===== config.mk =====
export PLATFORM = sky130hd
export DESIGN_NAME = fifo_uart_tx
export DESIGN_NICKNAME = d
export VERILOG_FILES = /design/src/rtl/fifo_uart_tx.sv
export SDC_FILE = /design/constraint.sdc
export NUM_CORES = 1
export LEC_CHECK = 0
export BUFFER_PORTS_ARGS = -buffer_cell sky130_fd_sc_hd__buf_2
export CAP_MARGIN = 20
export CORE_MARGIN = 4
export CORE_UTILIZATION = 40
export DETAILED_ROUTE_END_ITERATION = 8
export HOLD_SLACK_MARGIN = 0.15
export SYNTH_ARGS = -nofsm -noshare
export SYNTH_HDL_FRONTEND = slang
export SYNTH_SLANG_ARGS = --single-unit

===== constraint.sdc =====
create_clock -name clk -period 2.7 [get_ports clk]
set_clock_uncertainty 0.2 [all_clocks]
set_input_delay 0.27 -clock clk [delete_from_list [all_inputs] [get_ports clk]]
set_output_delay 0.27 -clock clk [all_outputs]
set_load 0.02 [all_outputs]

===== src/rtl/fifo_uart_tx.sv =====
// ---------------------------------------------------------------------------
// fifo_uart_tx
//   Read-side consumer of a synchronous FIFO. When transmission is enabled and
//   the FIFO holds data, the block pops one word with a single-cycle read
//   strobe. It captures the word from the FIFO's registered data output on the
//   following cycle. It then shifts the word out as an asynchronous serial
//   frame: one start bit (low), DATA_W data bits LSB first, and STOP_BITS stop
//   bits (high). Every bit is held for CLKS_PER_BIT clock cycles.
//
//   Frame sequence: IDLE -> FETCH -> LOAD -> START -> DATA -> STOP.
//   On the last stop cycle the block either chains straight into the next
//   FETCH or returns to IDLE. A back-to-back frame period is therefore
//   (1 + DATA_W + STOP_BITS) * CLKS_PER_BIT + 2 cycles.
//
// Parameters
//   CLKS_PER_BIT  clk cycles per serial bit (>= 2)
//   DATA_W        data bits per frame, equal to the FIFO word width
//   STOP_BITS     stop bits per frame (1 or 2)
//
// Ports
//   clk         in   rising-edge clock
//   rst         in   asynchronous active-high reset
//   fifo_empty  in   FIFO empty flag
//   fifo_data   in   FIFO data_out, valid the cycle after fifo_rd_en
//   fifo_rd_en  out  FIFO read strobe, one cycle per word
//   tx_enable   in   permits starting new frames
//   tx          out  serial line, idle high
//   busy        out  high whenever the FSM is not in IDLE
//   byte_done   out  one-cycle pulse on the final stop-bit cycle
// ---------------------------------------------------------------------------
module fifo_uart_tx #(
  parameter int CLKS_PER_BIT = 16,
  parameter int DATA_W       = 8,
  parameter int STOP_BITS    = 1
) (
  input  logic              clk,
  input  logic              rst,
  input  logic              fifo_empty,
  input  logic [DATA_W-1:0] fifo_data,
  output logic              fifo_rd_en,
  input  logic              tx_enable,
  output logic              tx,
  output logic              busy,
  output logic              byte_done
);

  localparam int BAUD_W = (CLKS_PER_BIT > 1) ? $clog2(CLKS_PER_BIT) : 1;
  localparam int BIT_W  = $clog2(DATA_W + 1);

  localparam logic [BAUD_W-1:0] BAUD_LAST = BAUD_W'(CLKS_PER_BIT - 1);
  localparam logic [BIT_W-1:0]  DATA_LAST = BIT_W'(DATA_W - 1);
  localparam logic [BIT_W-1:0]  STOP_LAST = BIT_W'(STOP_BITS - 1);

  // Elaboration-time guard against illegal parameterisations.
  generate
    if (CLKS_PER_BIT < 2) begin : g_bad_cpb
      $error("fifo_uart_tx: CLKS_PER_BIT must be >= 2");
    end
    if ((STOP_BITS < 1) || (STOP_BITS > 2)) begin : g_bad_stop
      $error("fifo_uart_tx: STOP_BITS must be 1 or 2");
    end
    if (DATA_W < 1) begin : g_bad_data
      $error("fifo_uart_tx: DATA_W must be >= 1");
    end
  endgenerate

  typedef enum logic [2:0] {
    S_IDLE  = 3'd0,
    S_FETCH = 3'd1,
    S_LOAD  = 3'd2,
    S_START = 3'd3,
    S_DATA  = 3'd4,
    S_STOP  = 3'd5
  } state_t;

  state_t              state_q;
  state_t              state_nxt;
  logic [BAUD_W-1:0]   baud_q;
  logic [BAUD_W-1:0]   baud_nxt;
  logic [BIT_W-1:0]    bit_q;
  logic [BIT_W-1:0]    bit_nxt;
  logic [DATA_W-1:0]   shift_q;
  logic [DATA_W-1:0]   shift_nxt;

  logic                tx_nxt;
  logic                rd_en_nxt;
  logic                busy_nxt;
  logic                byte_done_nxt;

  logic                bit_end;
  logic                start_ok;

  assign bit_end  = (baud_q == BAUD_LAST);
  // Only looked at in IDLE and on the last stop cycle, so a frame in flight
  // never depends on the FIFO flags.
  assign start_ok = tx_enable & ~fifo_empty;

  // State register, counters and registered outputs
  always_ff @(posedge clk or posedge rst) begin
    if (rst) begin
      state_q    <= S_IDLE;
      baud_q     <= '0;
      bit_q      <= '0;
      tx         <= 1'b1;
      fifo_rd_en <= 1'b0;
      busy       <= 1'b0;
      byte_done  <= 1'b0;
    end else begin
      state_q    <= state_nxt;
      baud_q     <= baud_nxt;
      bit_q      <= bit_nxt;
      tx         <= tx_nxt;
      fifo_rd_en <= rd_en_nxt;
      busy       <= busy_nxt;
      byte_done  <= byte_done_nxt;
    end
  end

  // Shift register is pure datapath: no reset. A word popped before a reset
  // is simply abandoned; LOAD always overwrites it before use.
  always_ff @(posedge clk) begin
    shift_q <= shift_nxt;
  end

  // Next-state and counter logic
  always_comb begin
    state_nxt = state_q;
    baud_nxt  = baud_q;
    bit_nxt   = bit_q;
    shift_nxt = shift_q;

    case (state_q)
      S_IDLE: begin
        baud_nxt = '0;
        bit_nxt  = '0;
        if (start_ok) begin
          state_nxt = S_FETCH;
        end
      end

      S_FETCH: begin
        state_nxt = S_LOAD;
      end

      // FIFO data_out is registered, so the word popped in FETCH is
      // present on fifo_data during this cycle.
      S_LOAD: begin
        shift_nxt = fifo_data;
        baud_nxt  = '0;
        bit_nxt   = '0;
        state_nxt = S_START;
      end

      S_START: begin
        if (bit_end) begin
          baud_nxt  = '0;
          state_nxt = S_DATA;
        end else begin
          baud_nxt = baud_q + 1'b1;
        end
      end

      S_DATA: begin
        if (bit_end) begin
          baud_nxt  = '0;
          shift_nxt = shift_q >> 1;
          if (bit_q == DATA_LAST) begin
            bit_nxt   = '0;
            state_nxt = S_STOP;
          end else begin
            bit_nxt = bit_q + 1'b1;
          end
        end else begin
          baud_nxt = baud_q + 1'b1;
        end
      end

      // bit_q is reused to count stop bits.
      S_STOP: begin
        if (bit_end) begin
          baud_nxt = '0;
          if (bit_q == STOP_LAST) begin
            bit_nxt   = '0;
            state_nxt = start_ok ? S_FETCH : S_IDLE;
          end else begin
            bit_nxt = bit_q + 1'b1;
          end
        end else begin
          baud_nxt = baud_q + 1'b1;
        end
      end

      default: begin
        state_nxt = S_IDLE;
        baud_nxt  = '0;
        bit_nxt   = '0;
      end
    endcase
  end

  // Output decode from the next-state values; registering the result keeps
  // every output glitch-free while staying aligned with the state it names.
  always_comb begin
    tx_nxt        = 1'b1;
    rd_en_nxt     = 1'b0;
    byte_done_nxt = 1'b0;
    busy_nxt      = (state_nxt != S_IDLE);

    case (state_nxt)
      S_FETCH: rd_en_nxt = 1'b1;
      S_START: tx_nxt    = 1'b0;
      S_DATA:  tx_nxt    = shift_nxt[0];
      S_STOP:  byte_done_nxt = (baud_nxt == BAUD_LAST) && (bit_nxt == STOP_LAST);
      default: tx_nxt    = 1'b1;
    endcase
  end

endmodule


==> flow_summary.json, run 1 <==
{
  "cp_top_family": "simple AND/OR/NAND/NOR gates",
  "dieArea_um2": 3958,
  "wirelength_um": 2330,
  "grtUsageTotal_pct": 13.24,
  "synth_common_cells": "14 x dfrtp_1, 10 x nand2_1, 7 x edfxtp_1",
  "yosysSeqAreaShare_pct": 50.31,
  "yosysMostFrequentCell": "dfrtp_1",
  "synth_top_area_share_pct": 29.05,
  "synth_cell_type_count": 46,
  "cts-root-buf": "clkbuf_4",
  "async_flop_share_pct": 65.22,
  "hp-class": "input pin to flop",
  "maxSlewHeadroom_pct": 61.12,
  "insertion_delay_ps": 310,
  "pwr-share-clk_pct": 15.6,
  "slowest_delay_ps": 480,
  "setup_viol": 0,
  "grt_antenna_before_repair": 0,
  "die_y_um": 62.91,
  "pwr-share-comb_pct": 32.7,
  "fin_nets": 154,
  "ios": 16,
  "cts_max_level": 1,
  "grt_pass1_vias": 910,
  "setup-tns-final_ps": 0,
  "cap_violations": 0,
  "cts_tree": "built",
  "drcViolationCount": 0,
  "synth_area_um2": 1206,
  "switchingPower_uw": 377.4,
  "die_x_um": 62.91,
  "slew_violations": 0,
  "regArea_um2": 606.8,
  "area_growth_pct": 18.26,
  "tightest_slew_ps": 582.6,
  "utilization_pct": 50.42,
  "port_buffers": 15,
  "run_status": "finished clean",
  "cp-end-kind": "flop",
  "ys_warn_count": 0,
  "clk_pin_slew_ps": 130,
  "cp_num_buf_inv": 0,
  "synth_seq_cells": 23,
  "fmax_mhz": 455.3,
  "overflow": 0,
  "num_vias": 952,
  "gp_congestion": 0.8427,
  "syn_inst": 113,
  "cts_buffers": 3,
  "period_minus_slack_ps": 2196,
  "wl_per_cell_um": 13.79,
  "vias_per_cell": 5.633,
  "fin_crit_sh_pct": 81.34,
  "grt_setup_unrepaired": "false",
  "hold_viol": 0,
  "intPower_uw": 663.8,
  "std_cell_rows": 19,
  "nFillCells": 257,
  "n_antenna_cell": 0,
  "required_ps": 2750,
  "cp-start-kind": "flop",
  "synth_top_cell_by_area": "dfrtp_1",
  "post_cts_buffers": 0,
  "hpwl_um": 1712,
  "grt_pass1_wl_um": 4195,
  "synthTopCellsByArea": "dfrtp_1 29%, edfxtp_1 17%, a22o_1 4.4%",
  "crit_type": "flop to flop",
  "avgSynthCellArea_um2": 10.67,
  "cp.arrival_ps": 2250,
  "ys.flop_type": "dfrtp_1",
  "synth_edf_count": 7,
  "cts_max_path_buffers": 2,
  "power.share.sequential_pct": 51.7,
  "leakage_uw": 0.0005899,
  "cpMaxStageDelayCell": "nor3_2",
  "multi_input_area_um2": 561.8,
  "clock_sinks": 23,
  "drtIter0Drc": 17,
  "cp_cell_sequence": "ha_1 -> nand3_2 -> nor3_2 -> mux2_4 -> nor2_2 -> o211ai_2",
  "cp_max_fo": 8,
  "firstDrtPassIters": 3,
  "power.density_nw_per_um2": 730.0,
  "grt_max_degree": 16,
  "start_util_pct": 42.64,
  "swShare_pct": 36.24,
  "detail-route-antenna-nets": 0,
  "core-area_um2": 2829,
  "drive_above_1_share_pct": 22.46,
  "syn_nets": 128,
  "ir_drop_uv": 369.5
}
[tightest hold or removal path, delay by kind of cell]
kind                   cells  cell delay, ps
and+or+nand+nor            2             150
AOI/OAI and AO/OA          2             230
buffers and inverters      1              90
[power by group through the flow]
stage          sequential [uW]  clock [uW]  combinational (uW)
2_1_floorplan              511           0                 282
3_3_place_gp               541           0                 323
3_5_place_dp               544           0                 334
4_1_cts                    538         170                 345
5_1_grt                    554         182                 393
6_report                   538         162                 341
[per-stage QoR]
stage	power, uW	instance area [um^2]	setup WS (ps)	std cells	hold slack, ps
floorplan	792.3	1206	771.1	113	-29.24
global placement	864.6	1309	570.6	156	157.3
detailed placement	878.3	1309	518.7	156	168.6
CTS	1054	1426	501.0	169	272.2
global route	1129	1426	341.8	169	348.6
finish	1041	1426	503.9	169	280.9
[worst paths after layout]
path | start | end | slack [ps] | cells past startpoint
max | baud_q[0] | tx | 500 | 6
min | tx_enable | state_q[0] | 280 | 5
max reg2reg | baud_q[0] | tx | 500 | 6
min reg2reg | shift_q[4] | shift_q[3] | 360 | 1
max in group asynchronous | rst | tx | 1590 | 3
min in group asynchronous | rst | state_q[0] | 340 | 3
[kinds of logic after synthesis]
family / Yosys count / synth area share [%]
compound gates: 32 / 19.61
fa+ha+maj: 3 / 3.112
buf+inv: 9 / 3.112
flops: 23 / 50.31
mux: 3 / 2.904
simple gates: 43 / 20.96
[layout by cell type, fill, tap and decap left out, types with 2 or more instances in the layout]
cell and instances:
o311ai_1 2, nand2_1 10, a21oi_1 5, dfrtp_1 14
ha_1 3, edfxtp_1 7, a22o_1 6, o211ai_1 2
o21ai_1 5, o22ai_1 2, nor2_1 5, mux2i_1 2
o21ai_0 2, o21a_1 2, nand2b_1 4, clkbuf_4 3
inv_1 5, buf_2 15, nand3b_1 2, dlygate4sd3_1 9
nand3_1 5
[sequential cells by signal (all words and copies together) (netlist names)]
name	count
byte_done	1
tx	1
busy	1
baud_q	4
bit_q	4
state_q	3
fifo_rd_en	1
shift_q	8
[what timing repair did]
item / CTS / global route
resized for setup: 0 / 0
hold buffers: 9 / 0
hold endpoints to repair: 22 / 0
[routing by layer]
metal | track usage [%] | vias up | part of all wire [%]
met1 | 18.62 | 461 | 51
met3 | 2.338 | 4 | 3.2
li1 | - | 474 | -
met2 | 19.37 | 13 | 44
met4 | 6.612 | 0 | 1.5
met5 | 0 | - | 0
[final cells by class]
class | count | share of cell area, %
well taps | 31 | 2.719
multi-input cells | 81 | 39.39
flip-flops and latches | 23 | 42.54
clock buffers | 3 | 1.579
clock inverters | 1 | 0.3509
repair buffers | 25 | 12.11
inverters | 5 | 1.316
Power figures use the tool's default switching activity.
==> run 2, diff against run 1 <==
==> constraint.sdc (replaced) <==
create_clock -name clk -period 2.1 [get_ports clk]
set_clock_uncertainty 0.2 [all_clocks]
set_input_delay 0.21 -clock clk [delete_from_list [all_inputs] [get_ports clk]]
set_output_delay 0.21 -clock clk [all_outputs]
set_load 0.02 [all_outputs]
==> flow_summary.json, run 2 (same netlist as run 1, synthesis figures left out) <==
{
  "hold_depth": 5,
  "fin_crit_sh_pct": 94.79,
  "final_common_cell": "buf_2",
  "num_vias": 950,
  "cp_cell_sequence": "inv_1 -> ha_1 -> nor3b_2 -> a211o_1 -> or2_4 -> o31ai_4 -> nor4_2",
  "fin_ws_ps": 109.5,
  "largest_reg_flops": 8,
  "grt_antenna_before_repair": 0,
  "slew_violations": 0,
  "fmax_mhz": 502.4,
  "cts_buffers": 3,
  "hold_viol": 0,
  "required_ps": 2110,
  "grtUsageTotal_pct": 13.42,
  "leakage_uw": 0.0006250,
  "setup-tns-final_ps": 0,
  "wirelength_um": 2421,
  "cpMaxStageDelayCell": "dfrtp_1",
  "dp_cells": 163,
  "area_growth_pct": 23.76,
  "drtIter0Drc": 29,
  "overflow": 0,
  "nFillCells": 258,
  "maxSlewHeadroom_pct": 62.03,
  "utilization_pct": 52.76,
  "grt_pass1_wl_um": 4215,
  "reg2reg_slack_ps": 110,
  "wl_per_cell_um": 13.76,
  "layout_common_cells": "15 x buf_2, 14 x dfrtp_1, 10 x nand2_1",
  "hp-start": "tx_enable",
  "grtUsageMet1_pct": 18.02,
  "cts-root-buf": "clkbuf_4",
  "tightest_slew_ps": 569.0,
  "regArea_um2": 606.8,
  "die_x_um": 62.91,
  "run_status": "finished clean",
  "clock_sinks": 23,
  "power.density_nw_per_um2": 937.1,
  "detail-route-antenna-nets": 0,
  "cts_max_path_buffers": 2,
  "setup_viol": 0,
  "cp-start-kind": "flop",
  "r2r_start": "bit_q[0]",
  "cp-end-kind": "flop",
  "clk_pin_slew_ps": 130,
  "hp-class": "input pin to flop",
  "fin_nets": 161,
  "drcViolationCount": 0,
  "dieArea_um2": 3958,
  "crit_type": "flop to flop",
  "ir_drop_uv": 422.7,
  "port_buffers": 15,
  "firstDrtPassIters": 4,
  "core-area_um2": 2829,
  "use_met3_pct": 2.338,
  "post_cts_buffers": 0,
  "cts_max_level": 1,
  "vias_per_cell": 5.398,
  "drive_above_1_share_pct": 28.28,
  "grt_setup_unrepaired": "false",
  "insertion_delay_ps": 310,
  "largestRegisters": "shift_q x8, baud_q x4, bit_q x4",
  "min_to": "state_q[0]",
  "std_cell_rows": 19,
  "fin_cells": 176,
  "top_register": "shift_q",
  "grt_max_degree": 16,
  "cp.arrival_ps": 2000,
  "hpwl_um": 1822,
  "r2r_end": "byte_done",
  "die_y_um": 62.91,
  "cp_max_fo": 6,
  "cp_num_buf_inv": 1,
  "multi_input_area_um2": 575.6,
  "period_minus_slack_ps": 1991,
  "cp_top_family": "simple AND/OR/NAND/NOR gates",
  "cts_tree": "built",
  "grt_pass1_vias": 909,
  "n_antenna_cell": 0,
  "r2r_cells": 7,
  "dpl_worst_slack_ps": 34.63,
  "start_util_pct": 42.64,
  "gp_congestion": 0.8444,
  "grt_use_met2_pct": 21.08,
  "slowest_delay_ps": 450,
  "cap_violations": 0,
  "ios": 16,
  "busiest_layer": "met2",
  "path_depth": 7
}
## run 2: power breakdown
| part | leakage (uW) | switching [uW] | internal [uW] |
|---|---|---|---|
| combinational | 0.000349 | 280 | 244 |
| sequential | 0.000258 | 82.7 | 579 |
| clock | 0.0000177 | 142 | 71.3 |
| total | 0.000625 | 505 | 894 |
## run 2: timing repair
action                                  4_1_cts  5_1_grt
gates resized for setup                       0        3
hold buffers                                  9        0
hold endpoints to repair                     23        0
endpoints found under the setup margin        0        4
## run 2: how the worst max path moves through the flow
| stage | startpoint | end | slack [ps] |
|---|---|---|---|
| global placement | state_q[2] | byte_done | 60 |
| finish | bit_q[0] | byte_done | 110 |
| global route | bit_q[0] | byte_done | 20 |
| detailed placement | state_q[2] | byte_done | 30 |
| CTS | bit_q[0] | byte_done | 30 |
| floorplan | bit_q[0] | byte_done | 170 |
## run 2: stage by stage
| stage | area [um^2] | hold slack [ps] | total power, uW |
|---|---|---|---|
| final | 1493 | 209.8 | 1399 |
| after CTS | 1479 | 195.4 | 1402 |
| after global routing | 1493 | 252.5 | 1494 |
| after global placement | 1361 | 92.84 | 1168 |
| after detailed placement | 1361 | 105.2 | 1179 |
| after floorplan | 1206 | -89.24 | 1019 |
## run 2: cell type report
cell class              count  area share [%]
repair buffers             32           15.09
multi-input cells          81           38.56
flip-flops and latches     23           40.65
inverters                   5           1.257
clock buffers               3           1.509
clock inverters             1          0.3353
well taps                  31           2.598
## run 2: worst reg2reg max path, stage by stage (launching register included)
cell	delay, ps
dfrtp_1	450
inv_1	60
ha_1	200
nor3b_2	170
a211o_1	280
or2_4	260
o31ai_4	190
nor4_2	70
## run 2: layer usage
layer	wire length, um	up-vias
met2	1101	17
met1	1192	444
met4	44	0
li1	-	485
met5	0	-
met3	82	4
==> run 3, diff against run 2 <==
--- a/config.mk
+++ b/config.mk
@@ -5,6 +5,7 @@
 export SDC_FILE = /design/constraint.sdc
 export NUM_CORES = 1
 export LEC_CHECK = 0
+export ABC_AREA = 1
 export BUFFER_PORTS_ARGS = -buffer_cell sky130_fd_sc_hd__buf_2
 export CAP_MARGIN = 20
 export CORE_MARGIN = 4
==> flow_summary.json, run 3 <==
{
  "die_x_um": 65.18,
  "synthTopCellsByArea": "dfrtp_1 27%, edfxtp_1 16%, nand2_1 13%",
  "layout_common_cells": "44 x nand2_1, 20 x inv_1, 17 x nor2_1",
  "grtUsageTotal_pct": 13.48,
  "ys_warn_count": 0,
  "maxSlewHeadroom_pct": 60.64,
  "overflow": 0,
  "num_vias": 1127,
  "cts_max_path_buffers": 2,
  "synth_top_family_by_area": "simple AND/OR/NAND/NOR gates",
  "leakage_uw": 0.0007591,
  "ios": 16,
  "power.share.sequential_pct": 65.9,
  "fin_cells": 229,
  "top_register": "shift_q",
  "setup-tns-final_ps": 0,
  "detail-route-antenna-nets": 0,
  "grt_pass1_wl_um": 4471,
  "setup_viol": 0,
  "yosys.area_share.adder_pct": 2.871,
  "switchingPower_uw": 144.2,
  "synth-xor-area-share_pct": 0,
  "period_minus_slack_ps": 1891,
  "clk_pin_slew_ps": 130,
  "syn_nets": 171,
  "crit_path_frequent_cell": "nand3_1",
  "largest_reg_flops": 8,
  "drive_above_1_share_pct": 21.08,
  "cpMaxStageDelayCell": "dfrtp_1",
  "drtIter0Drc": 28,
  "clock_sinks": 23,
  "yosys.area_share.simple_pct": 33.01,
  "port_buffers": 15,
  "cp.arrival_ps": 1940,
  "cts_tree": "built",
  "tightest_slew_ps": 589.8,
  "syn_inst": 156,
  "cts_buffers": 3,
  "slew_violations": 0,
  "swShare_pct": 20.71,
  "ys.flop_type": "dfrtp_1",
  "fin_crit_sh_pct": 90.06,
  "synth_area_um2": 1308,
  "synth_common_cells": "44 x nand2_1, 20 x inv_1, 17 x nor2_1",
  "cap_violations": 0,
  "ir_drop_uv": 382.2,
  "grt_pass1_vias": 1004,
  "placed_cell_area_um2": 1419,
  "cp_max_fo": 10,
  "hold_viol": 0,
  "async_flop_share_pct": 65.22,
  "yosysMostFrequentCell": "nand2_1",
  "cp-end-kind": "flop",
  "hp-class": "input pin to flop",
  "grt_antenna_before_repair": 0,
  "synth_cell_type_count": 29,
  "std_cell_rows": 20,
  "n_antenna_cell": 0,
  "die_y_um": 65.18,
  "start_util_pct": 42.48,
  "synth_top_area_share_pct": 26.79,
  "wl_per_cell_um": 11.70,
  "required_ps": 2150,
  "synth_seq_cells": 23,
  "cts_max_level": 1,
  "insertion_delay_ps": 310,
  "run_status": "finished clean",
  "fin_nets": 201,
  "hpwl_um": 2004,
  "vias_per_cell": 4.921,
  "holdWs_ps": 216.7,
  "drcViolationCount": 0,
  "pwr-share-clk_pct": 29.7,
  "synth-compound-area-share_pct": 9.665,
  "synth_edf_count": 7,
  "grt_setup_unrepaired": "false",
  "cp_cell_sequence": "nand2_4 -> nor2_4 -> nand3_1 -> nand3_1 -> nor2_2 -> nor2_1 -> nand3_1 -> nor2_1",
  "cp-start-kind": "flop",
  "core-area_um2": 3078,
  "gp_congestion": 0.8235,
  "final_common_cell": "nand2_1",
  "synth_top_cell_by_area": "dfrtp_1",
  "firstDrtPassIters": 4,
  "largestRegisters": "shift_q x8, baud_q x4, bit_q x4",
  "pwr-share-comb_pct": 4.4,
  "area_growth_pct": 19.14,
  "avgSynthCellArea_um2": 8.381,
  "total_power_uw": 696.1,
  "crit_type": "flop to flop",
  "cts-root-buf": "clkbuf_4",
  "yosysSeqAreaShare_pct": 46.41,
  "dp_cells": 213,
  "slowest_delay_ps": 630,
  "power.density_nw_per_um2": 446.8,
  "synthMuxAreaShare_pct": 0,
  "dieArea_um2": 4248,
  "post-route-cell-area_um2": 1558,
  "grt_max_degree": 16,
  "wirelength_um": 2680,
  "intPower_uw": 551.9,
  "fmax_mhz": 528.8
}
==> run 3: cell count changes in the layout (fill, tap and decap cells not counted), moves of 6 or more <==
cell	before	now
a22o_1	6	0
a32o_1	0	6
inv_1	5	20
nand2_1	10	44
nand3_1	5	16
nor2_1	5	17
==> run 3: metal layers <==
layer	GRT usage, %	wire length [um]
met1	17.43	1238
met2	23.14	1317
met3	1.709	93
met4	4.663	31
met5	0	0
==> run 3: timing repair <==
| action | in CTS | in global routing |
|---|---|---|
| hold buffers | 9 | 0 |
| endpoints found under the setup margin | 0 | 2 |
| resized for setup | 0 | 0 |
| buffers inserted | 0 | 3 |
| hold endpoints to repair | 24 | 0 |
==> run 3: cell type report <==
cell class	count	area [um^2]
Sequential cell	23	606.8
Fill cell	300	1520
Clock buffer	4	26.28
Multi-Input combinational cell	108	595.6
Timing Repair Buffer	27	187.7
Tap cell	44	55.05
Inverter	23	86.33
==> run 3: critical path: cells and delay by family (launching register included) <==
kind             cells  cell delay, ps
DFF                  1             630
and+or+nand+nor      8            1000
==> run 3: path summary, 6_finish.rpt <==
kind                       depth (start not counted)  startpoint  slack (ps)          to
max                                                8  state_q[2]         210   byte_done
min                                                6  fifo_empty         220  state_q[0]
max reg2reg                                        8  state_q[2]         210   byte_done
min reg2reg                                        2  shift_q[0]         290  shift_q[0]
max in group asynchronous                          3         rst        1020   byte_done
min in group asynchronous                          3         rst         290  state_q[2]
==> run 3: power by group through the flow <==
stage                     Combinational, uW  Sequential (uW)  Clock [uW]
final                                  30.3              459         207
after global routing                   35.0              459         231
after CTS                              31.0              459         214
after detailed placement               18.3              468           0
after global placement                 17.9              468           0
after floorplan                        6.13              468           0
==> run 3: kinds of logic (layout without fill, tap and decap cells) <==
logic type	after synthesis	count (layout)
flip-flops	23	23
adder cells (fa/ha/maj)	3	3
buffers and inverters	25	54
AND/OR/NAND/NOR	91	91
AO/OA/AOI/OAI	14	14
==> run 3: stage by stage <==
stage / util, % / worst slack (ps)
detailed placement: 46.10 / 139.8
global route: 50.61 / 40.23
floorplan: - / 412.6
finish: 50.61 / 208.8
CTS: 49.88 / 96.25
global placement: 46.10 / 173.3
